<file path="config.mk">
export PLATFORM = sky130hd
export DESIGN_NAME = timer_apb_sequencer
export DESIGN_NICKNAME = d
export VERILOG_FILES = /design/src/rtl/timer_apb_sequencer.sv
export SDC_FILE = /design/constraint.sdc
export NUM_CORES = 1
export LEC_CHECK = 0
export BUFFER_PORTS_ARGS = -buffer_cell sky130_fd_sc_hd__buf_2
export CAP_MARGIN = 20
export CORE_ASPECT_RATIO = 1.4
export CORE_MARGIN = 5
export CORE_UTILIZATION = 25
export CTS_CLUSTER_SIZE = 28
export DETAILED_ROUTE_END_ITERATION = 10
export SLEW_MARGIN = 10
export SYNTH_ARGS = -nofsm -noshare
export SYNTH_HDL_FRONTEND = slang
export SYNTH_SLANG_ARGS = --single-unit
</file>
<file path="constraint.sdc">
create_clock -name PCLK -period 9.1 [get_ports PCLK]
set_input_delay 0.91 -clock PCLK [delete_from_list [all_inputs] [get_ports PCLK]]
set_output_delay 0.91 -clock PCLK [all_outputs]
set_load 0.02 [all_outputs]
</file>
<file path="src/rtl/timer_apb_sequencer.sv">
// APB master that programs a timer (clear, prescaler, reload, enable), polls TCNT
// until it reaches a threshold, then stops the timer. Includes timeout, poll-limit and abort handling.
module timer_apb_sequencer #(
    parameter int unsigned XFER_TIMEOUT = 16,
    parameter int unsigned POLL_GAP     = 4,
    parameter int unsigned MAX_POLLS    = 1024
) (
    input  logic        PCLK,
    input  logic        PRESET,
    input  logic        start_i,
    input  logic        abort_i,
    input  logic [31:0] cfg_psc_i,
    input  logic [31:0] cfg_arr_i,
    input  logic [31:0] cfg_target_i,
    output logic        busy_o,
    output logic        done_o,
    output logic        err_o,
    output logic [31:0] last_cnt_o,
    output logic [3:0]  PADDR_o,
    output logic [31:0] PWDATA_o,
    output logic        PWRITE_o,
    output logic        PSEL_o,
    output logic        PENABLE_o,
    input  logic [31:0] PRDATA_i,
    input  logic        PREADY_i
);

    localparam int unsigned DATA_W = 32;
    localparam int unsigned ADDR_W = 4;
    localparam int unsigned CNT_W  = 32;

    localparam logic [ADDR_W-1:0] ADDR_TCR  = ADDR_W'(4'h0);
    localparam logic [ADDR_W-1:0] ADDR_TCNT = ADDR_W'(4'h4);
    localparam logic [ADDR_W-1:0] ADDR_PSC  = ADDR_W'(4'h8);
    localparam logic [ADDR_W-1:0] ADDR_ARR  = ADDR_W'(4'hC);

    localparam logic [CNT_W-1:0] TIMEOUT_LAST = CNT_W'((XFER_TIMEOUT > 0) ? XFER_TIMEOUT - 1 : 0);
    localparam logic [CNT_W-1:0] GAP_LOAD     = CNT_W'((POLL_GAP > 1) ? POLL_GAP - 1 : 0);
    localparam logic [CNT_W-1:0] POLL_LIMIT   = CNT_W'(MAX_POLLS);

    typedef enum logic [2:0] {
        ST_IDLE,
        ST_SETUP,
        ST_ACCESS,
        ST_GAP,
        ST_DONE,
        ST_ERR
    } state_t;

    typedef enum logic [2:0] {
        STEP_TCR_CLR,
        STEP_PSC,
        STEP_ARR,
        STEP_TCR_EN,
        STEP_POLL,
        STEP_TCR_OFF
    } step_t;

    state_t              state_q, state_d;
    step_t               step_q, step_d;
    logic [CNT_W-1:0]    acc_cnt_q, acc_cnt_d;
    logic [CNT_W-1:0]    poll_cnt_q, poll_cnt_d;
    logic [CNT_W-1:0]    gap_cnt_q, gap_cnt_d;
    logic                abort_pend_q, abort_pend_d;
    logic [DATA_W-1:0]   psc_q, psc_d;
    logic [DATA_W-1:0]   arr_q, arr_d;
    logic [DATA_W-1:0]   target_q, target_d;
    logic [DATA_W-1:0]   last_cnt_q, last_cnt_d;
    logic                err_q, err_d;
    logic                busy_q, busy_d;
    logic                done_q, done_d;
    logic                psel_q, psel_d;
    logic                penable_q, penable_d;
    logic                pwrite_q, pwrite_d;
    logic [ADDR_W-1:0]   paddr_q, paddr_d;
    logic [DATA_W-1:0]   pwdata_q, pwdata_d;

    logic                abort_eff;
    logic [CNT_W-1:0]    poll_inc;

    // State and registered outputs
    always_ff @(posedge PCLK or posedge PRESET) begin
        if (PRESET) begin
            state_q      <= ST_IDLE;
            step_q       <= STEP_TCR_CLR;
            acc_cnt_q    <= '0;
            poll_cnt_q   <= '0;
            gap_cnt_q    <= '0;
            abort_pend_q <= 1'b0;
            psc_q        <= '0;
            arr_q        <= '0;
            target_q     <= '0;
            last_cnt_q   <= '0;
            err_q        <= 1'b0;
            busy_q       <= 1'b0;
            done_q       <= 1'b0;
            psel_q       <= 1'b0;
            penable_q    <= 1'b0;
            pwrite_q     <= 1'b0;
            paddr_q      <= '0;
            pwdata_q     <= '0;
        end else begin
            state_q      <= state_d;
            step_q       <= step_d;
            acc_cnt_q    <= acc_cnt_d;
            poll_cnt_q   <= poll_cnt_d;
            gap_cnt_q    <= gap_cnt_d;
            abort_pend_q <= abort_pend_d;
            psc_q        <= psc_d;
            arr_q        <= arr_d;
            target_q     <= target_d;
            last_cnt_q   <= last_cnt_d;
            err_q        <= err_d;
            busy_q       <= busy_d;
            done_q       <= done_d;
            psel_q       <= psel_d;
            penable_q    <= penable_d;
            pwrite_q     <= pwrite_d;
            paddr_q      <= paddr_d;
            pwdata_q     <= pwdata_d;
        end
    end

    // Next-state and next-output logic
    always_comb begin
        state_d      = state_q;
        step_d       = step_q;
        acc_cnt_d    = acc_cnt_q;
        poll_cnt_d   = poll_cnt_q;
        gap_cnt_d    = gap_cnt_q;
        abort_pend_d = abort_pend_q;
        psc_d        = psc_q;
        arr_d        = arr_q;
        target_d     = target_q;
        last_cnt_d   = last_cnt_q;
        err_d        = err_q;
        paddr_d      = paddr_q;
        pwdata_d     = pwdata_q;
        pwrite_d     = pwrite_q;
        abort_eff    = abort_pend_q | abort_i;
        poll_inc     = poll_cnt_q + CNT_W'(1);

        case (state_q)
            ST_IDLE: begin
                abort_pend_d = 1'b0;
                if (start_i) begin
                    psc_d      = cfg_psc_i;
                    arr_d      = cfg_arr_i;
                    target_d   = cfg_target_i;
                    err_d      = 1'b0;
                    poll_cnt_d = '0;
                    step_d     = STEP_TCR_CLR;
                    state_d    = ST_SETUP;
                end
            end
            ST_SETUP: begin
                acc_cnt_d = '0;
                state_d   = ST_ACCESS;
            end
            ST_ACCESS: begin
                if (PREADY_i) begin
                    state_d   = ST_GAP;
                    gap_cnt_d = '0;
                    case (step_q)
                        STEP_TCR_CLR: step_d = abort_eff ? STEP_TCR_OFF : STEP_PSC;
                        STEP_PSC:     step_d = abort_eff ? STEP_TCR_OFF : STEP_ARR;
                        STEP_ARR:     step_d = abort_eff ? STEP_TCR_OFF : STEP_TCR_EN;
                        STEP_TCR_EN:  step_d = abort_eff ? STEP_TCR_OFF : STEP_POLL;
                        STEP_POLL: begin
                            last_cnt_d = PRDATA_i;
                            poll_cnt_d = poll_inc;
                            if (abort_eff || (PRDATA_i >= target_q)) begin
                                step_d = STEP_TCR_OFF;
                            end else if (poll_inc >= POLL_LIMIT) begin
                                state_d = ST_ERR;
                            end else begin
                                gap_cnt_d = GAP_LOAD;
                            end
                        end
                        STEP_TCR_OFF: state_d = ST_DONE;
                        default:      state_d = ST_ERR;
                    endcase
                end else if (acc_cnt_q >= TIMEOUT_LAST) begin
                    state_d = ST_ERR;
                end else begin
                    acc_cnt_d = acc_cnt_q + CNT_W'(1);
                end
            end
            ST_GAP: begin
                // An abort seen between transfers redirects straight to the timer stop
                if (abort_eff && (step_q != STEP_TCR_OFF)) begin
                    step_d  = STEP_TCR_OFF;
                    state_d = ST_SETUP;
                end else if (gap_cnt_q == '0) begin
                    state_d = ST_SETUP;
                end else begin
                    gap_cnt_d = gap_cnt_q - CNT_W'(1);
                end
            end
            ST_DONE: state_d = ST_IDLE;
            ST_ERR:  state_d = ST_IDLE;
            default: state_d = ST_IDLE;
        endcase

        if ((state_q != ST_IDLE) && (step_q != STEP_TCR_OFF) && abort_i) begin
            abort_pend_d = 1'b1;
        end

        busy_d    = (state_d != ST_IDLE);
        done_d    = (state_d == ST_DONE);
        psel_d    = (state_d == ST_SETUP) || (state_d == ST_ACCESS);
        penable_d = (state_d == ST_ACCESS);
        if (state_d == ST_ERR) begin
            err_d = 1'b1;
        end

        // Address and data are loaded entering SETUP and held through ACCESS
        if (state_d == ST_SETUP) begin
            case (step_d)
                STEP_TCR_CLR: begin paddr_d = ADDR_TCR;  pwrite_d = 1'b1; pwdata_d = DATA_W'(32'h2); end
                STEP_PSC:     begin paddr_d = ADDR_PSC;  pwrite_d = 1'b1; pwdata_d = psc_q;          end
                STEP_ARR:     begin paddr_d = ADDR_ARR;  pwrite_d = 1'b1; pwdata_d = arr_q;          end
                STEP_TCR_EN:  begin paddr_d = ADDR_TCR;  pwrite_d = 1'b1; pwdata_d = DATA_W'(32'h1); end
                STEP_POLL:    begin paddr_d = ADDR_TCNT; pwrite_d = 1'b0; pwdata_d = '0;             end
                STEP_TCR_OFF: begin paddr_d = ADDR_TCR;  pwrite_d = 1'b1; pwdata_d = '0;             end
                default:      begin paddr_d = ADDR_TCR;  pwrite_d = 1'b0; pwdata_d = '0;             end
            endcase
        end
    end

    assign busy_o     = busy_q;
    assign done_o     = done_q;
    assign err_o      = err_q;
    assign last_cnt_o = last_cnt_q;
    assign PADDR_o    = paddr_q;
    assign PWDATA_o   = pwdata_q;
    assign PWRITE_o   = pwrite_q;
    assign PSEL_o     = psel_q;
    assign PENABLE_o  = penable_q;

endmodule

</file>
==> impl_metrics.tcl, run 1 <==
set metrics [dict create \
    tns_ns 0 \
    coreArea_mm2 0.0510 \
    cts_hold_buf 0 \
    first_iter_violations 620 \
    ys_seq_elements 271 \
    required_ns 9.60 \
    n_fill_cell 5391 \
    synth_edf_count 0 \
    vias 10603 \
    numCtsBuffers 28 \
    dieArea_mm2 0.0562 \
    drive_above_1_share_pct 18.3 \
    antenna_found_initial 5 \
    crit_family "simple AND/OR/NAND/NOR gates" \
    first_pass_iters 5 \
    cp.depth 10 \
    reg2reg_setup_slack_ns 5.56 \
    vias_per_cell 4.72 \
    die_h_um 278 \
    clock-sinks 271 \
    finalPower_mw 4.94 \
    power_frac_seq_pct 38.4 \
    switchingPower_mw 1.93 \
    cts_tree "done" \
    combPwrFrac_pct 35.5 \
    clock_path_buffers 3 \
    hpwl_mm 24.9 \
    worstHoldPathType "in2async" \
    grt_pass1_wl_mm 58.1 \
    worstPathCellList "buf_2 > ha_1 > nand4_1 > nor4_1 > nand3_1 > o2bb2ai_1 > o21a_1 > nand2_1 > nor2_4 > a221o_1" \
    whs_ns 0.333 \
    multi_input_area_mm2 0.00563 \
    crit_arrival_ns 4.13 \
    die_w_um 202 \
    skew_ns 0.0175 \
    maxCapViolations 0 \
    yosys-top-cells-area "dfrtp_1 53%, nand2_1 11%, ha_1 3.4%" \
    intPower_mw 3.02 \
    crit_path_start_kind "input port" \
    ir_drop_v 0.000145 \
    yosys.area.top_type "dfrtp_1" \
    ys_seq_area_share_pct 52.7 \
    dpl_cell_area_mm2 0.0145 \
    grt_max_degree 144 \
    cts_resized 0 \
    reg2reg_depth 10 \
    cts_htree_levels 1 \
    grt.overflow.total 0 \
    end_kind "register" \
    power.density_mw_per_mm2 317 \
    grt_pass1_vias 10839 \
    final_max_slew_viol_count 0 \
    pwr-share-clk_pct 26.1 \
    outcome "finished clean" \
    cp_slowest_cell "nor2_4" \
    r2r_end "PWDATA_o[15]$_DFFE_PP0N_" \
    post-route-util_pct 30.6 \
    cp_max_fo 30 \
    io_buffers 204 \
    top_level_ports 207 \
    finalHoldViolCount 0 \
    setup_ws_ns 5.46 \
    synth_area_mm2 0.0129 \
    wirelength_mm 36.0 \
    clkLatencyLatePin_ns 0.57 \
    drc 0 \
    power.leakage_nw 7.64 \
    grt.total_usage_pct 12.4 \
    postRouteAntennaNets 0 \
    regArea_mm2 0.00678 \
    design_area_mm2 0.0156 \
    max_stage_delay_ns 0.69 \
    gp_congestion 0.881 \
    synthCells 1402 \
    syn_area_per_cell_um2 9.18 \
    post-route-period-util_pct 39.9 \
    final_nets 1742 \
    yosys.area.top_type_share_pct 52.7 \
    period_minus_slack_ns 3.64 \
    tightest_slew_ns 1.09 \
    initial_core_util_pct 25.2 \
    async_flop_share_pct 100 \
    setup_violations 0 \
    r2r-start "target_q[25]$_DFFE_PP0P_" \
    num_rows 98 \
    cp-endpoint "PWDATA_o[15]$_DFFE_PP0N_" \
    clockRootBuffer "clkbuf_16" \
    ys_warn_count 0 \
    stdcell_count 2248 \
    synth_cell_types 72 \
    path_clk_slew_ns 0.07 \
    path_buf_inv 1 \
    relSlewSlack_pct 27.2 \
    post-cts-setup-buffers 0 \
    rsz0062_at_grt "no" \
    worstSetupPathType "in2reg" \
    syn_to_final_growth_pct 21.2 \
    wl_per_cell_um 16.0 \
    dp_cells 2193 \
    crit_start "PRDATA_i[31]" \
    synth_top_flop_cell "dfrtp_1" \
    fmax_mhz 275 \
    switching_share_pct 38.9 \
    place_ws_ns 4.85 \
]
-- per-layer routing --
metal,track usage [%],wire (um)
met4,3.91,997
met5,0,36
met1,15.2,15100
met2,21.7,17600
met3,2.90,2170
-- cell families (layout without fill, tap and decap cells) --
family / count (synthesis) / in the layout / synth area share [%]
mux: 3 / 3 / 0.253
flops: 271 / 271 / 52.7
compound gates: 244 / 244 / 12.4
fa+ha+maj: 35 / 35 / 3.40
xor+xnor: 39 / 39 / 2.65
buf+inv: 124 / 317 / 3.86
other cells: 1 / 4 / 0.0291
simple gates: 685 / 685 / 24.7
-- state kept, by name, indices dropped and copies added (netlist names), 2 cells and up --
| name | count |
|---|---|
| arr_q | 32 |
| poll_cnt_q | 32 |
| state_q | 3 |
| step_q | 3 |
| target_q | 32 |
| last_cnt_o | 32 |
| acc_cnt_q | 32 |
| psc_q | 32 |
| PADDR_o | 2 |
| gap_cnt_q | 32 |
| PWDATA_o | 32 |
-- how the worst min path moves through the flow --
stage                                             to  depth (start not counted)
final                           psc_q[6]$_DFFE_PP0P_                          2
after global routing            psc_q[6]$_DFFE_PP0P_                          2
after CTS                 last_cnt_o[25]$_DFFE_PP0P_                          2
after detailed placement  last_cnt_o[25]$_DFFE_PP0P_                          2
after global placement    last_cnt_o[20]$_DFFE_PP0P_                          2
after floorplan                 arr_q[0]$_DFFE_PP0P_                          2
-- cell usage after synthesis, drive strengths merged (21+ instances only) --
master	count
nor3	30
and2	47
nand2	374
buf	22
nor4	21
o21ai	90
a21oi	45
ha	35
xnor2	24
dfrtp	271
inv	49
nor2	104
a221o	31
clkbuf	52
-- final cells by class --
cell class / count / area share (%)
clock inverters: 16 / 1.66
clock buffers: 36 / 5.00
well taps: 650 / 5.21
diodes: 2 / 0.0321
flip-flops and latches: 271 / 43.5
multi-input cells: 1008 / 36.1
inverters: 50 / 1.25
repair buffers: 215 / 7.28
-- power by group through the flow --
stage / sequential [mW] / clock, mW / combinational [mW]
after floorplan: 2.01 / 0 / 1.08
after global placement: 1.90 / 0 / 1.73
after detailed placement: 1.91 / 0 / 1.78
after CTS: 1.90 / 1.33 / 1.79
after global routing: 1.95 / 1.38 / 1.99
final: 1.90 / 1.29 / 1.75
-- worst reg2reg max path, stage by stage (launching register included) --
cell and delay (ns):
dfrtp_1 0.34, inv_1 0.05, ha_1 0.29, nand4_1 0.16, nor4_1 0.54, nand3_1 0.14
o2bb2ai_1 0.41, o21a_1 0.40, nand2_1 0.16, nor2_4 0.69, a221o_1 0.30
-- cell usage in the layout (no fill, tap or decap), types with 18 or more instances in the layout --
cell type	Yosys	layout
nand3_1	18	18
nor3_1	27	27
and2_1	21	20
o21ai_0	87	87
nand2_1	374	372
buf_2	15	204
clkbuf_16	0	28
and2_0	26	26
ha_1	35	35
a21oi_1	45	44
nand4_1	19	19
xnor2_1	24	24
a221o_1	31	31
nor2_1	104	102
nor4_1	18	18
dfrtp_1	271	271
inv_1	49	48
No activity file was read; power rests on OpenSTA's default activity.
==> inputs of run 2 (changes only) <==
clock period = 3.6 ns   (was 9.1 ns; I/O delays follow)
==> impl_metrics.tcl, run 2 (synthesis results as in run 1) <==
set metrics [dict create \
    vias 11095 \
    tightest_slew_ns 0.982 \
    path_clk_slew_ns 0.06 \
    wirelength_mm 37.5 \
    dieArea_mm2 0.0562 \
    coreArea_mm2 0.0510 \
    initial_core_util_pct 25.2 \
    wl_met2_mm 18.4 \
    r2r_end "PWDATA_o[18]$_DFFE_PP0N_" \
    wl_per_cell_um 16.0 \
    relSlewSlack_pct 34.5 \
    end_kind "register" \
    cp_max_fo 30 \
    crit_path_start_kind "register" \
    first_pass_iters 7 \
    power.leakage_nw 7.98 \
    vias_per_cell 4.74 \
    cp_slowest_cell "or4_1" \
    multi_input_area_mm2 0.00563 \
    wl_met1_mm 15.9 \
    switching_share_pct 39.2 \
    finalPower_mw 12.4 \
    fmax_mhz 307 \
    min_to "target_q[19]$_DFFE_PP0P_" \
    worstSetupPathType "reg2reg" \
    hp-start "cfg_target_i[19]" \
    r2r-start "gap_cnt_q[13]$_DFFE_PP0P_" \
    syn_to_final_growth_pct 27.6 \
    clockRootBuffer "clkbuf_16" \
    clkLatencyLatePin_ns 0.56 \
    clock_path_buffers 3 \
    cts_htree_levels 1 \
    first_iter_violations 660 \
    setup_ws_ns 0.340 \
    combPwrFrac_pct 36.9 \
    power.density_mw_per_mm2 754 \
    worstPathCellList "or4_1 > or3_1 > nor3_2 > a31oi_1 > o21a_1 > or2_1 > nor2_2 > buf_4 > a221o_1" \
    die_h_um 278 \
    max_stage_delay_ns 0.56 \
    final_max_slew_viol_count 0 \
    power_frac_seq_pct 38.7 \
    hpwl_mm 25.8 \
    tns_ns 0 \
    maxCapViolations 0 \
    switchingPower_mw 4.86 \
    clock-sinks 271 \
    io_buffers 204 \
    regArea_mm2 0.00678 \
    required_ns 4.09 \
    cts_tree "done" \
    drive_above_1_share_pct 18.1 \
    grt_pass1_vias 11445 \
    intPower_mw 7.53 \
    gp_congestion 0.918 \
    skew_ns 0.0173 \
    final_nets 1838 \
    numCtsBuffers 29 \
    outcome "finished clean" \
    grt_pass1_wl_mm 61.1 \
    top_layer_used "met4" \
    wl_met3_mm 1.81 \
    num_rows 98 \
    worstHoldPathType "in2reg" \
    post-route-period-util_pct 90.5 \
    final_cell_mix "372 x nand2_1, 271 x dfrtp_1, 204 x buf_2, 102 x nor2_1, 87 x o21ai_0" \
    final_common_cell "nand2_1" \
    grt_max_degree 163 \
    reg2reg_depth 9 \
    pwr-share-clk_pct 24.4 \
    n_fill_cell 5228 \
    grt.overflow.total 0 \
    finalHoldViolCount 0 \
    post-cts-setup-buffers 0 \
    period_minus_slack_ns 3.26 \
    drc 0 \
    antenna_found_initial 3 \
    grt.total_usage_pct 13.0 \
    ir_drop_v 0.000422 \
    top_level_ports 207 \
    place_ws_ns 0.0458 \
    reg2reg_setup_slack_ns 0.34 \
    setup_violations 0 \
    die_w_um 202 \
    rsz0062_at_grt "no" \
    crit_arrival_ns 3.75 \
    worstHoldPathCells 3 \
    postRouteAntennaNets 0 \
]
==> run 2: changes by cell type in the layout (fill, tap and decap cells not counted), sizes merged, moves of 2 or more <==
cell / before / now
clkbuf: 36 / 38
dlygate4sd3: 0 / 82
inv: 50 / 48
buf: 215 / 228
clkinv: 9 / 7
clkinvlp: 1 / 6
bufinv: 6 / 2
==> run 2: layout make-up <==
class	count	area share, %
tap	650	4.95
antenna	1	0.0152
sequential	271	41.3
clock inverter	13	0.777
timing repair buffer	310	12.5
clock buffer	38	5.05
inverter	50	1.17
multi-input combinational	1008	34.3
==> run 2: through the flow <==
stage | area (um^2) | hold slack, ns | utilization (%) | std cells
5_1_grt | 16400 | 0.00819 | 32.2 | 2341
4_1_cts | 16400 | 0.000110 | 32.2 | 2340
3_5_place_dp | 14600 | 0.270 | 28.7 | 2207
6_report | 16400 | 0.0190 | 32.2 | 2341
3_3_place_gp | 14600 | 0.267 | 28.7 | 2207
2_1_floorplan | 12900 | 0.446 | - | 1403
==> run 2: power groups by stage <==
stage | sequential, mW | combinational (mW) | clock, mW
2_1_floorplan | 5.07 | 2.72 | 0
3_3_place_gp | 4.81 | 4.44 | 0
3_5_place_dp | 4.83 | 4.56 | 0
4_1_cts | 4.79 | 4.64 | 3.13
5_1_grt | 4.93 | 5.17 | 3.25
6_report | 4.79 | 4.57 | 3.03
==> run 2: worst max-delay path by stage <==
stage                                          end                 startpoint
after floorplan             PADDR_o[2]$_DFFE_PP0N_                     PRESET
after global placement    PWDATA_o[16]$_DFFE_PP0N_               PRDATA_i[31]
after detailed placement  PWDATA_o[31]$_DFFE_PP0N_               PRDATA_i[31]
after CTS                 PWDATA_o[13]$_DFFE_PP0N_               PRDATA_i[30]
after global routing      PWDATA_o[13]$_DFFE_PP0N_               PRDATA_i[30]
final                     PWDATA_o[18]$_DFFE_PP0N_  gap_cnt_q[13]$_DFFE_PP0P_
==> run 2: critical path: cells and delay by family (launching register included) <==
| kind | cells | cell delay (ns) |
|---|---|---|
| flops | 1 | 0.42 |
| simple gates | 5 | 1.67 |
| buf+inv | 1 | 0.39 |
| compound gates | 3 | 0.67 |
==> run 2: routing by layer <==
layer,up-vias,global-route usage [%]
li1,5319,-
met1,5350,16.3
met2,338,22.7
met3,88,2.11
met4,0,4.81
met5,-,0
==> run 2: timing repair <==
| item | CTS | global route |
|---|---|---|
| hold endpoints to repair | 82 | 0 |
| resized for setup | 0 | 1 |
| hold buffers | 82 | 0 |
| setup endpoints to repair | 0 | 30 |
